[config.mk]
export PLATFORM = sky130hd
export DESIGN_NAME = mock_bus_n_flat
export DESIGN_NICKNAME = d
export VERILOG_FILES = /design/src/rtl/mock_bus_n_if.sv /design/src/rtl/mock_bus_n.sv /design/src/flat_wrapper.sv
export SDC_FILE = /design/constraint.sdc
export NUM_CORES = 1
export LEC_CHECK = 0
export CAP_MARGIN = 30
export CORE_MARGIN = 8
export CORE_UTILIZATION = 30
export CTS_BUF_LIST = sky130_fd_sc_hd__clkbuf_16
export CTS_CLUSTER_SIZE = 12
export DETAILED_ROUTE_END_ITERATION = 10
export GPL_TIMING_DRIVEN = 0
export SYNTH_ARGS = -nofsm -noshare
export SYNTH_HDL_FRONTEND = slang
export SYNTH_SLANG_ARGS = --single-unit
[constraint.sdc]
create_clock -name clock_i -period 6 [get_ports clock_i]
set_input_delay 1.2 -clock clock_i [delete_from_list [all_inputs] [get_ports clock_i]]
set_output_delay 1.2 -clock clock_i [all_outputs]
set_load 0.05 [all_outputs]
[src/rtl/mock_bus_n_if.sv]
// Shared bus bundle between the mock_* initiators and the resolver.
// Ports (by modport):
//   master : drives drv_* and clear_i, observes the resolved bus and fault capture
//   slave  : the resolver; consumes drv_* and clear_i, produces bus_*/contention/first_*
// Parameters must match those of the mock_bus_n instance the bundle is bound to.
interface mock_bus_n_if #(
    parameter int unsigned NUM_DRIVERS = 4,
    parameter int unsigned ADDR_WIDTH  = 16,
    parameter int unsigned DATA_WIDTH  = 8,
    parameter int unsigned CNT_WIDTH   = 16
);
    logic [NUM_DRIVERS*ADDR_WIDTH-1:0] drv_addr_i;
    logic [NUM_DRIVERS-1:0]            drv_addr_oe_i;
    logic [NUM_DRIVERS*DATA_WIDTH-1:0] drv_data_i;
    logic [NUM_DRIVERS-1:0]            drv_data_oe_i;
    logic [NUM_DRIVERS-1:0]            drv_we_n_i;
    logic [NUM_DRIVERS-1:0]            drv_we_n_oe_i;
    logic                              clear_i;
    logic [ADDR_WIDTH-1:0]             bus_addr_o;
    logic [DATA_WIDTH-1:0]             bus_data_o;
    logic                              bus_we_n_o;
    logic                              bus_data_valid_o;
    logic                              contention_o;
    logic [CNT_WIDTH-1:0]              contention_count_o;
    logic                              first_valid_o;
    logic [2:0]                        first_group_o;
    logic [NUM_DRIVERS-1:0]            first_oe_o;
    logic [ADDR_WIDTH-1:0]             first_addr_o;

    modport master (
        output drv_addr_i, drv_addr_oe_i, drv_data_i, drv_data_oe_i,
               drv_we_n_i, drv_we_n_oe_i, clear_i,
        input  bus_addr_o, bus_data_o, bus_we_n_o, bus_data_valid_o,
               contention_o, contention_count_o, first_valid_o,
               first_group_o, first_oe_o, first_addr_o
    );

    modport slave (
        input  drv_addr_i, drv_addr_oe_i, drv_data_i, drv_data_oe_i,
               drv_we_n_i, drv_we_n_oe_i, clear_i,
        output bus_addr_o, bus_data_o, bus_we_n_o, bus_data_valid_o,
               contention_o, contention_count_o, first_valid_o,
               first_group_o, first_oe_o, first_addr_o
    );
endinterface

[src/rtl/mock_bus_n.sv]
// Simulation bus resolver: merges NUM_DRIVERS tri-state initiators onto one
// address/data/we_n bus with per-group keeper decay, wired-AND contention
// resolution, a saturating contention counter and first-fault capture.
// Ports:
//   clock_i  in  system clock
//   reset_i  in  async active-high reset
//   bus      mock_bus_n_if.slave: drv_* inputs, clear_i, resolved bus_*,
//            contention pulse/count and first_* capture (all registered)

// One bus group: resolves enabled drivers and decays DRIVEN -> HOLD -> FLOAT.
module mock_bus_n_keeper #(
    parameter int unsigned     NUM_DRIVERS = 4,
    parameter int unsigned     WIDTH       = 8,
    parameter int unsigned     HOLD_CYCLES = 4,
    parameter logic [WIDTH-1:0] PULL       = '1
) (
    input  logic                         clock_i,
    input  logic                         reset_i,
    input  logic [NUM_DRIVERS*WIDTH-1:0] drv_i,
    input  logic [NUM_DRIVERS-1:0]       oe_i,
    output logic [WIDTH-1:0]             value_o,
    output logic [WIDTH-1:0]             value_c,
    output logic                         valid_o,
    output logic                         multi_c
);
    localparam int unsigned CW = (HOLD_CYCLES > 0) ? $clog2(HOLD_CYCLES + 1) : 1;

    typedef enum logic [1:0] {ST_FLOAT, ST_HOLD, ST_DRIVEN} state_t;

    state_t           state_q, state_d;
    logic [CW-1:0]    cnt_q, cnt_d;
    logic [WIDTH-1:0] resolved;
    logic             any_c;

    // Wired-low dominance: AND of all enabled drivers (single driver passes through).
    always_comb begin
        resolved = '1;
        for (int k = 0; k < NUM_DRIVERS; k++) begin
            if (oe_i[k]) resolved = resolved & drv_i[k*WIDTH +: WIDTH];
        end
    end

    assign any_c   = |oe_i;
    // More than one bit set iff clearing the lowest set bit leaves something.
    assign multi_c = |(oe_i & (oe_i - NUM_DRIVERS'(1)));

    always_ff @(posedge clock_i or posedge reset_i) begin
        if (reset_i) begin
            state_q <= ST_FLOAT;
            cnt_q   <= '0;
            value_o <= PULL;
            valid_o <= 1'b0;
        end else begin
            state_q <= state_d;
            cnt_q   <= cnt_d;
            value_o <= value_c;
            valid_o <= (state_d != ST_FLOAT);
        end
    end

    // Next state / next value.
    always_comb begin
        state_d = state_q;
        cnt_d   = cnt_q;
        value_c = value_o;
        if (any_c) begin
            state_d = ST_DRIVEN;
            cnt_d   = '0;
            value_c = resolved;
        end else begin
            case (state_q)
                ST_DRIVEN: begin
                    if (HOLD_CYCLES == 0) begin
                        state_d = ST_FLOAT;
                        value_c = PULL;
                    end else begin
                        state_d = ST_HOLD;
                        cnt_d   = CW'(HOLD_CYCLES);
                    end
                end
                ST_HOLD: begin
                    // cnt_q==1 here is the last held cycle; next edge floats.
                    if (cnt_q <= CW'(1)) begin
                        state_d = ST_FLOAT;
                        cnt_d   = '0;
                        value_c = PULL;
                    end else begin
                        cnt_d = cnt_q - CW'(1);
                    end
                end
                default: begin
                    state_d = ST_FLOAT;
                    value_c = PULL;
                end
            endcase
        end
    end
endmodule

module mock_bus_n #(
    parameter int unsigned          NUM_DRIVERS = 4,
    parameter int unsigned          ADDR_WIDTH  = 16,
    parameter int unsigned          DATA_WIDTH  = 8,
    parameter int unsigned          HOLD_CYCLES = 4,
    parameter logic [ADDR_WIDTH-1:0] ADDR_PULL  = '1,
    parameter logic [DATA_WIDTH-1:0] DATA_PULL  = '1,
    parameter int unsigned          CNT_WIDTH   = 16
) (
    input  logic         clock_i,
    input  logic         reset_i,
    mock_bus_n_if.slave  bus
);
    logic [ADDR_WIDTH-1:0]  addr_q, addr_next;
    logic [DATA_WIDTH-1:0]  data_q, data_next;
    logic                   we_n_q, we_n_next;
    logic                   addr_valid, data_valid, we_valid;
    logic                   addr_multi, data_multi, we_multi;
    logic                   contention_c;
    logic [2:0]             group_c;
    logic                   contention_q;
    logic [CNT_WIDTH-1:0]   count_q;
    logic                   first_valid_q;
    logic [2:0]             first_group_q;
    logic [NUM_DRIVERS-1:0] first_oe_q;
    logic [ADDR_WIDTH-1:0]  first_addr_q;
    logic                   unused_keeper;

    mock_bus_n_keeper #(
        .NUM_DRIVERS(NUM_DRIVERS), .WIDTH(ADDR_WIDTH),
        .HOLD_CYCLES(HOLD_CYCLES), .PULL(ADDR_PULL)
    ) u_addr (
        .clock_i(clock_i), .reset_i(reset_i),
        .drv_i(bus.drv_addr_i), .oe_i(bus.drv_addr_oe_i),
        .value_o(addr_q), .value_c(addr_next), .valid_o(addr_valid), .multi_c(addr_multi)
    );

    mock_bus_n_keeper #(
        .NUM_DRIVERS(NUM_DRIVERS), .WIDTH(DATA_WIDTH),
        .HOLD_CYCLES(HOLD_CYCLES), .PULL(DATA_PULL)
    ) u_data (
        .clock_i(clock_i), .reset_i(reset_i),
        .drv_i(bus.drv_data_i), .oe_i(bus.drv_data_oe_i),
        .value_o(data_q), .value_c(data_next), .valid_o(data_valid), .multi_c(data_multi)
    );

    mock_bus_n_keeper #(
        .NUM_DRIVERS(NUM_DRIVERS), .WIDTH(1),
        .HOLD_CYCLES(HOLD_CYCLES), .PULL(1'b1)
    ) u_we_n (
        .clock_i(clock_i), .reset_i(reset_i),
        .drv_i(bus.drv_we_n_i), .oe_i(bus.drv_we_n_oe_i),
        .value_o(we_n_q), .value_c(we_n_next), .valid_o(we_valid), .multi_c(we_multi)
    );

    assign unused_keeper = ^{addr_valid, we_valid, data_next, we_n_next};

    assign group_c      = {we_multi, data_multi, addr_multi};
    assign contention_c = |group_c;

    // Contention pulse, saturating counter and first-fault capture; clear wins
    // over history but a same-cycle contention is still recorded after it.
    always_ff @(posedge clock_i or posedge reset_i) begin
        if (reset_i) begin
            contention_q  <= 1'b0;
            count_q       <= '0;
            first_valid_q <= 1'b0;
            first_group_q <= '0;
            first_oe_q    <= '0;
            first_addr_q  <= '0;
        end else begin
            contention_q <= contention_c;
            if (bus.clear_i) begin
                count_q <= contention_c ? CNT_WIDTH'(1) : '0;
            end else if (contention_c && (count_q != '1)) begin
                count_q <= count_q + CNT_WIDTH'(1);
            end
            if (contention_c && (bus.clear_i || !first_valid_q)) begin
                first_valid_q <= 1'b1;
                first_group_q <= group_c;
                first_oe_q    <= bus.drv_data_oe_i | bus.drv_addr_oe_i;
                first_addr_q  <= addr_next;
            end else if (bus.clear_i) begin
                first_valid_q <= 1'b0;
                first_group_q <= '0;
                first_oe_q    <= '0;
                first_addr_q  <= '0;
            end
        end
    end

    assign bus.bus_addr_o         = addr_q;
    assign bus.bus_data_o         = data_q;
    assign bus.bus_we_n_o         = we_n_q;
    assign bus.bus_data_valid_o   = data_valid;
    assign bus.contention_o       = contention_q;
    assign bus.contention_count_o = count_q;
    assign bus.first_valid_o      = first_valid_q;
    assign bus.first_group_o      = first_group_q;
    assign bus.first_oe_o         = first_oe_q;
    assign bus.first_addr_o       = first_addr_q;

`ifndef SYNTHESIS
    // Undriven enables are a bench wiring error, not a bus state.
    always @(posedge clock_i) begin
        if (!reset_i) begin
            assert (!$isunknown({bus.drv_addr_oe_i, bus.drv_data_oe_i, bus.drv_we_n_oe_i}))
                else $error("mock_bus_n: X/Z on a driver output enable");
        end
    end
`endif
endmodule

[src/flat_wrapper.sv]
// flat-port wrapper written by rule: the top's interface ports become plain ports
module mock_bus_n_flat 
#(
    parameter int unsigned          NUM_DRIVERS = 4,
    parameter int unsigned          ADDR_WIDTH  = 16,
    parameter int unsigned          DATA_WIDTH  = 8,
    parameter int unsigned          HOLD_CYCLES = 4,
    parameter logic [ADDR_WIDTH-1:0] ADDR_PULL  = '1,
    parameter logic [DATA_WIDTH-1:0] DATA_PULL  = '1,
    parameter int unsigned          CNT_WIDTH   = 16
)
  (clock_i, reset_i, bus_drv_addr_i, bus_drv_addr_oe_i, bus_drv_data_i, bus_drv_data_oe_i, bus_drv_we_n_i, bus_drv_we_n_oe_i, bus_clear_i, bus_bus_addr_o, bus_bus_data_o, bus_bus_we_n_o, bus_bus_data_valid_o, bus_contention_o, bus_contention_count_o, bus_first_valid_o, bus_first_group_o, bus_first_oe_o, bus_first_addr_o);
  mock_bus_n_if #(.NUM_DRIVERS(NUM_DRIVERS), .ADDR_WIDTH(ADDR_WIDTH), .DATA_WIDTH(DATA_WIDTH), .CNT_WIDTH(CNT_WIDTH)) bus_i ();
  input  logic clock_i;
  input  logic reset_i;
  input wire logic [$bits(bus_i.drv_addr_i)-1:0] bus_drv_addr_i;
  input wire logic [$bits(bus_i.drv_addr_oe_i)-1:0] bus_drv_addr_oe_i;
  input wire logic [$bits(bus_i.drv_data_i)-1:0] bus_drv_data_i;
  input wire logic [$bits(bus_i.drv_data_oe_i)-1:0] bus_drv_data_oe_i;
  input wire logic [$bits(bus_i.drv_we_n_i)-1:0] bus_drv_we_n_i;
  input wire logic [$bits(bus_i.drv_we_n_oe_i)-1:0] bus_drv_we_n_oe_i;
  input wire logic [$bits(bus_i.clear_i)-1:0] bus_clear_i;
  output wire logic [$bits(bus_i.bus_addr_o)-1:0] bus_bus_addr_o;
  output wire logic [$bits(bus_i.bus_data_o)-1:0] bus_bus_data_o;
  output wire logic [$bits(bus_i.bus_we_n_o)-1:0] bus_bus_we_n_o;
  output wire logic [$bits(bus_i.bus_data_valid_o)-1:0] bus_bus_data_valid_o;
  output wire logic [$bits(bus_i.contention_o)-1:0] bus_contention_o;
  output wire logic [$bits(bus_i.contention_count_o)-1:0] bus_contention_count_o;
  output wire logic [$bits(bus_i.first_valid_o)-1:0] bus_first_valid_o;
  output wire logic [$bits(bus_i.first_group_o)-1:0] bus_first_group_o;
  output wire logic [$bits(bus_i.first_oe_o)-1:0] bus_first_oe_o;
  output wire logic [$bits(bus_i.first_addr_o)-1:0] bus_first_addr_o;
  assign bus_i.drv_addr_i = bus_drv_addr_i;
  assign bus_i.drv_addr_oe_i = bus_drv_addr_oe_i;
  assign bus_i.drv_data_i = bus_drv_data_i;
  assign bus_i.drv_data_oe_i = bus_drv_data_oe_i;
  assign bus_i.drv_we_n_i = bus_drv_we_n_i;
  assign bus_i.drv_we_n_oe_i = bus_drv_we_n_oe_i;
  assign bus_i.clear_i = bus_clear_i;
  assign bus_bus_addr_o = bus_i.bus_addr_o;
  assign bus_bus_data_o = bus_i.bus_data_o;
  assign bus_bus_we_n_o = bus_i.bus_we_n_o;
  assign bus_bus_data_valid_o = bus_i.bus_data_valid_o;
  assign bus_contention_o = bus_i.contention_o;
  assign bus_contention_count_o = bus_i.contention_count_o;
  assign bus_first_valid_o = bus_i.first_valid_o;
  assign bus_first_group_o = bus_i.first_group_o;
  assign bus_first_oe_o = bus_i.first_oe_o;
  assign bus_first_addr_o = bus_i.first_addr_o;
  mock_bus_n #(.NUM_DRIVERS(NUM_DRIVERS), .ADDR_WIDTH(ADDR_WIDTH), .DATA_WIDTH(DATA_WIDTH), .HOLD_CYCLES(HOLD_CYCLES), .ADDR_PULL(ADDR_PULL), .DATA_PULL(DATA_PULL), .CNT_WIDTH(CNT_WIDTH)) u_core (.clock_i(clock_i), .reset_i(reset_i), .bus(bus_i));
endmodule
==> run_results.csv <==
group,metric,value,unit
synth,syn-num-nets,581,
clock_network,clock_latency,0.34,ns
worst_setup_path,crit_required,6.21,ns
min_path,classification_of_the_worst_slack_hold_path,"register to register",
clock_network,root_buffer,"clkbuf_16",
detailed_routing,routedWlPerCell,17.5,µm
worst_setup_path,regToRegSetupSlack,3.66,ns
cells_and_area,area_growth,54.7,%
synth,number_of_flip_flops_and_latches_in_the_synthesized_netlist,82,
synth,yosysMostFrequentCell,"dfrtp_1",
pwr,internal-power,1.10,mW
clock_network,path_clk_slew,0.07,ns
worst_setup_path,end_kind,"register",
synth,netlist-cell-type-count,51,
detailed_routing,first_iter_violations,214,
worst_setup_path,critical-path-slowest-cell,"or4_1",
clock_network,cts.repair.resized,0,
timing,final_hold_viol_count,0,
die,floorplan.rows,44,
synth,async_reset_ff_frac,1.00,
die,die_h,136,µm
synth,netlist_area,4330,µm²
run_status,outcome,"finished, final reports clean",
timing,max-slew-margin-rel,0.445,
pwr,power.density_cell_area,240,nW/µm²
pwr,combinational_power_share,0.264,
worst_setup_path,cp_data_arrival_time,3.39,ns
timing,fin_crit_sh,0.529,
worst_setup_path,cp-start-kind,"input port",
die,chipWidth,136,µm
cells_and_area,post_route_cells_drive_above_1_share,0.112,
pwr,power_frac_seq,0.390,
synth,synth_top_area_cell,"dfrtp_1",
global_route,via_count_of_the_first_global_routing_pass,4595,
timing,unrepaired_setup_endpoints_after_global_routing,"no",
timing,worst_slew_pin_slew,0.825,ns
worst_setup_path,cp_max_fo,10,
worst_setup_path,crit_family,"buffers and inverters",
pwr,ir_drop,0.103,mV
synth,synth_cells,455,
detailed_routing,routed-via-count,4236,
die,core-area,14300,µm²
synth,seq_area_frac_synth,0.482,
place,dp_hpwl,11.7,mm
global_route,grt_first_pass_wirelength,23.7,mm
worst_setup_path,worstPathCellList,"clkdlybuf4s50_1 -> or4_1 -> buf_2 -> a311oi_4 -> buf_8 -> a211oi_2 -> nand2_1 -> o21ai_1",
synth,synth.cells.most_frequent,"dfrtp_1, o22ai_1, nand2_1, nor2_1, dfstp_2",
timing,totalNegativeSetupSlack,0,ns
timing,fmax,315,MHz
clock_network,postCtsSetupRepairBufs,0,
synth,yosysTopAreaCellShare,0.330,
die,die-area,18500,µm²
clock_network,cts_max_path_buffers,2,
detailed_routing,drt_pass1_iterations,4,
die,boundaryPins,182,
synth,syn_avg_cell_area,9.51,µm²
synth,yosysWarningCount,0,
place,routability_driven_placement_congestion_ratio,0.813,
clock_network,cts_tree,"built",
global_route,grt_max_degree,55,
clock_network,cts-htree-levels,3,
timing,setup_violation_total_in_the_final_timing_report,0,
global_route,antenna_found_initial,0,
pwr,switchingPower,511,µW
worst_setup_path,crit_type,"input port to register",
detailed_routing,drt.antenna.violating_nets,0,
clock_network,cts_hold_buffers,0,
pwr,power.static_leakage,2.53,nW
pwr,fin_total_pwr,1.61,mW
pwr,switching_share,0.318,
pwr,power.clock.fraction,0.346,
timing,clock-skew-final,0.0104,ns
flow_run,max-cap-violations,0,
die,floorplan.initialDensity,0.302,
cells_and_area,final.fill_count,1383,
synth,synth_area_leaders,"dfrtp_1, dfstp_2, o22ai_1",
detailed_routing,route.detailed.drc,0,
place,io_buffer_count,181,
synth,synth_edf_count,0,
synth,leading_register_cell_type_out_of_synthesis,"dfrtp_1",
detailed_routing,drt-total-wl,14.7,mm
global_route,congestion_overflow_gr,0,
detailed_routing,vias_per_cell,5.06,
clock_network,tritoncts_num_sinks,82,
cells_and_area,antenna-diode-count,0,
timing,finalMaxSlewViolations,0,
timing,layout_min_cycle_time,3.18,ns
worst_setup_path,worst_path_largest_cell_delay,0.56,ns
worst_setup_path,worst-path-buf-inv,3,
cells_and_area,finish.net_count,774,
clock_network,cts_made_buffers,9,
global_route,tot_gr_track_use,0.162,
-- routing by layer --
| layer | routed length, µm | part of all wire | track usage |
|---|---|---|---|
| met1 | 6150 | 0.42 | 0.185 |
| met2 | 7030 | 0.48 | 0.269 |
| met3 | 1240 | 0.085 | 0.0610 |
| met4 | 248 | 0.017 | 0.0616 |
| met5 | 0 | 0 | 0 |
-- tightest hold or removal path, cell delays in order, from the launching register on --
cell	delay, ns
dfstp_2	0.37
nand2_1	0.05
a211oi_1	0.08
-- power by group through the flow --
stage	Sequential (mW)	Clock, mW	Combinational [mW]
global placement	0.634	0	0.422
finish	0.626	0.556	0.424
CTS	0.627	0.569	0.429
global route	0.632	0.595	0.450
floorplan	0.758	0	0.109
detailed placement	0.635	0	0.428
-- per-stage QoR --
stage                     area [µm²]   util  worst slack [ns]  cells  hold slack [ns]
after floorplan                 4330      -              2.73    455            0.503
after global placement          6370  0.445              1.36    820            0.496
after detailed placement        6400  0.447              2.45    821            0.494
after CTS                       6690  0.467              2.81    837            0.508
after global routing            6690  0.467              2.66    837            0.528
final                           6690  0.467              2.82    837            0.503
-- area by class of cell --
cell class / count / area, µm² / share of cell area
sequential: 82 / 2080 / 0.311
clock inverter: 7 / 68.8 / 0.0103
clock buffer: 9 / 225 / 0.0337
tap: 184 / 230 / 0.0344
buffer: 18 / 85.1 / 0.0127
inverter: 32 / 123 / 0.0183
timing repair buffer: 182 / 1840 / 0.275
multi-input combinational: 323 / 2040 / 0.304
-- registers in the layout (all words and copies together), names as in the netlist, 2 cells and up --
register                       flops
u_core.bus.contention_count_o     16
u_core.bus.first_addr_o           16
u_core.u_addr.value_o             16
u_core.u_data.value_o              8
u_core.bus.first_oe_o              4
u_core.bus.first_group_o           3
u_core.u_addr.cnt_q                3
u_core.u_data.cnt_q                3
u_core.u_we_n.cnt_q                3
u_core.u_addr.state_q              2
u_core.u_data.state_q              2
u_core.u_we_n.state_q              2
-- layout by cell type, fill, tap and decap left out, drive strengths merged, types with 5 or more instances in the layout --
master         count
o31ai              5
or4                7
o22ai             51
dfrtp             57
o21ai             26
clkinv            12
o211ai             5
nand4              5
nand2             50
xor2               5
nor2              39
a21oi             21
o21a               9
inv               25
nand2b            12
nand3              6
buf                7
a211oi            21
clkdlybuf4s50    181
dfstp             25
clkbuf            21
ha                11
nor3               9
-- worst paths after layout --
path	startpoint	endpoint	cells after the start
max reg2reg	u_core.u_addr.state_q[1]	u_core.bus.first_addr_o[13]	9
min	u_core.u_addr.value_o[3]	u_core.u_addr.value_o[3]	2
min in group asynchronous	reset_i	u_core.u_data.valid_o	2
max in group asynchronous	reset_i	u_core.u_addr.value_o[10]	3
max	bus_drv_addr_oe_i[1]	u_core.bus.first_addr_o[13]	8
min reg2reg	u_core.u_addr.value_o[3]	u_core.u_addr.value_o[3]	2
-- kinds of logic after synthesis --
logic type                 share of synthesized area
AOI/OAI and AO/OA                              0.267
and+or+nand+nor                                0.152
DFF                                            0.482
buffers and inverters                         0.0474
adders and majority gates                     0.0318
xor gates and xnor gates                      0.0142
muxes                                        0.00521
Power figures use the tool's default switching activity.
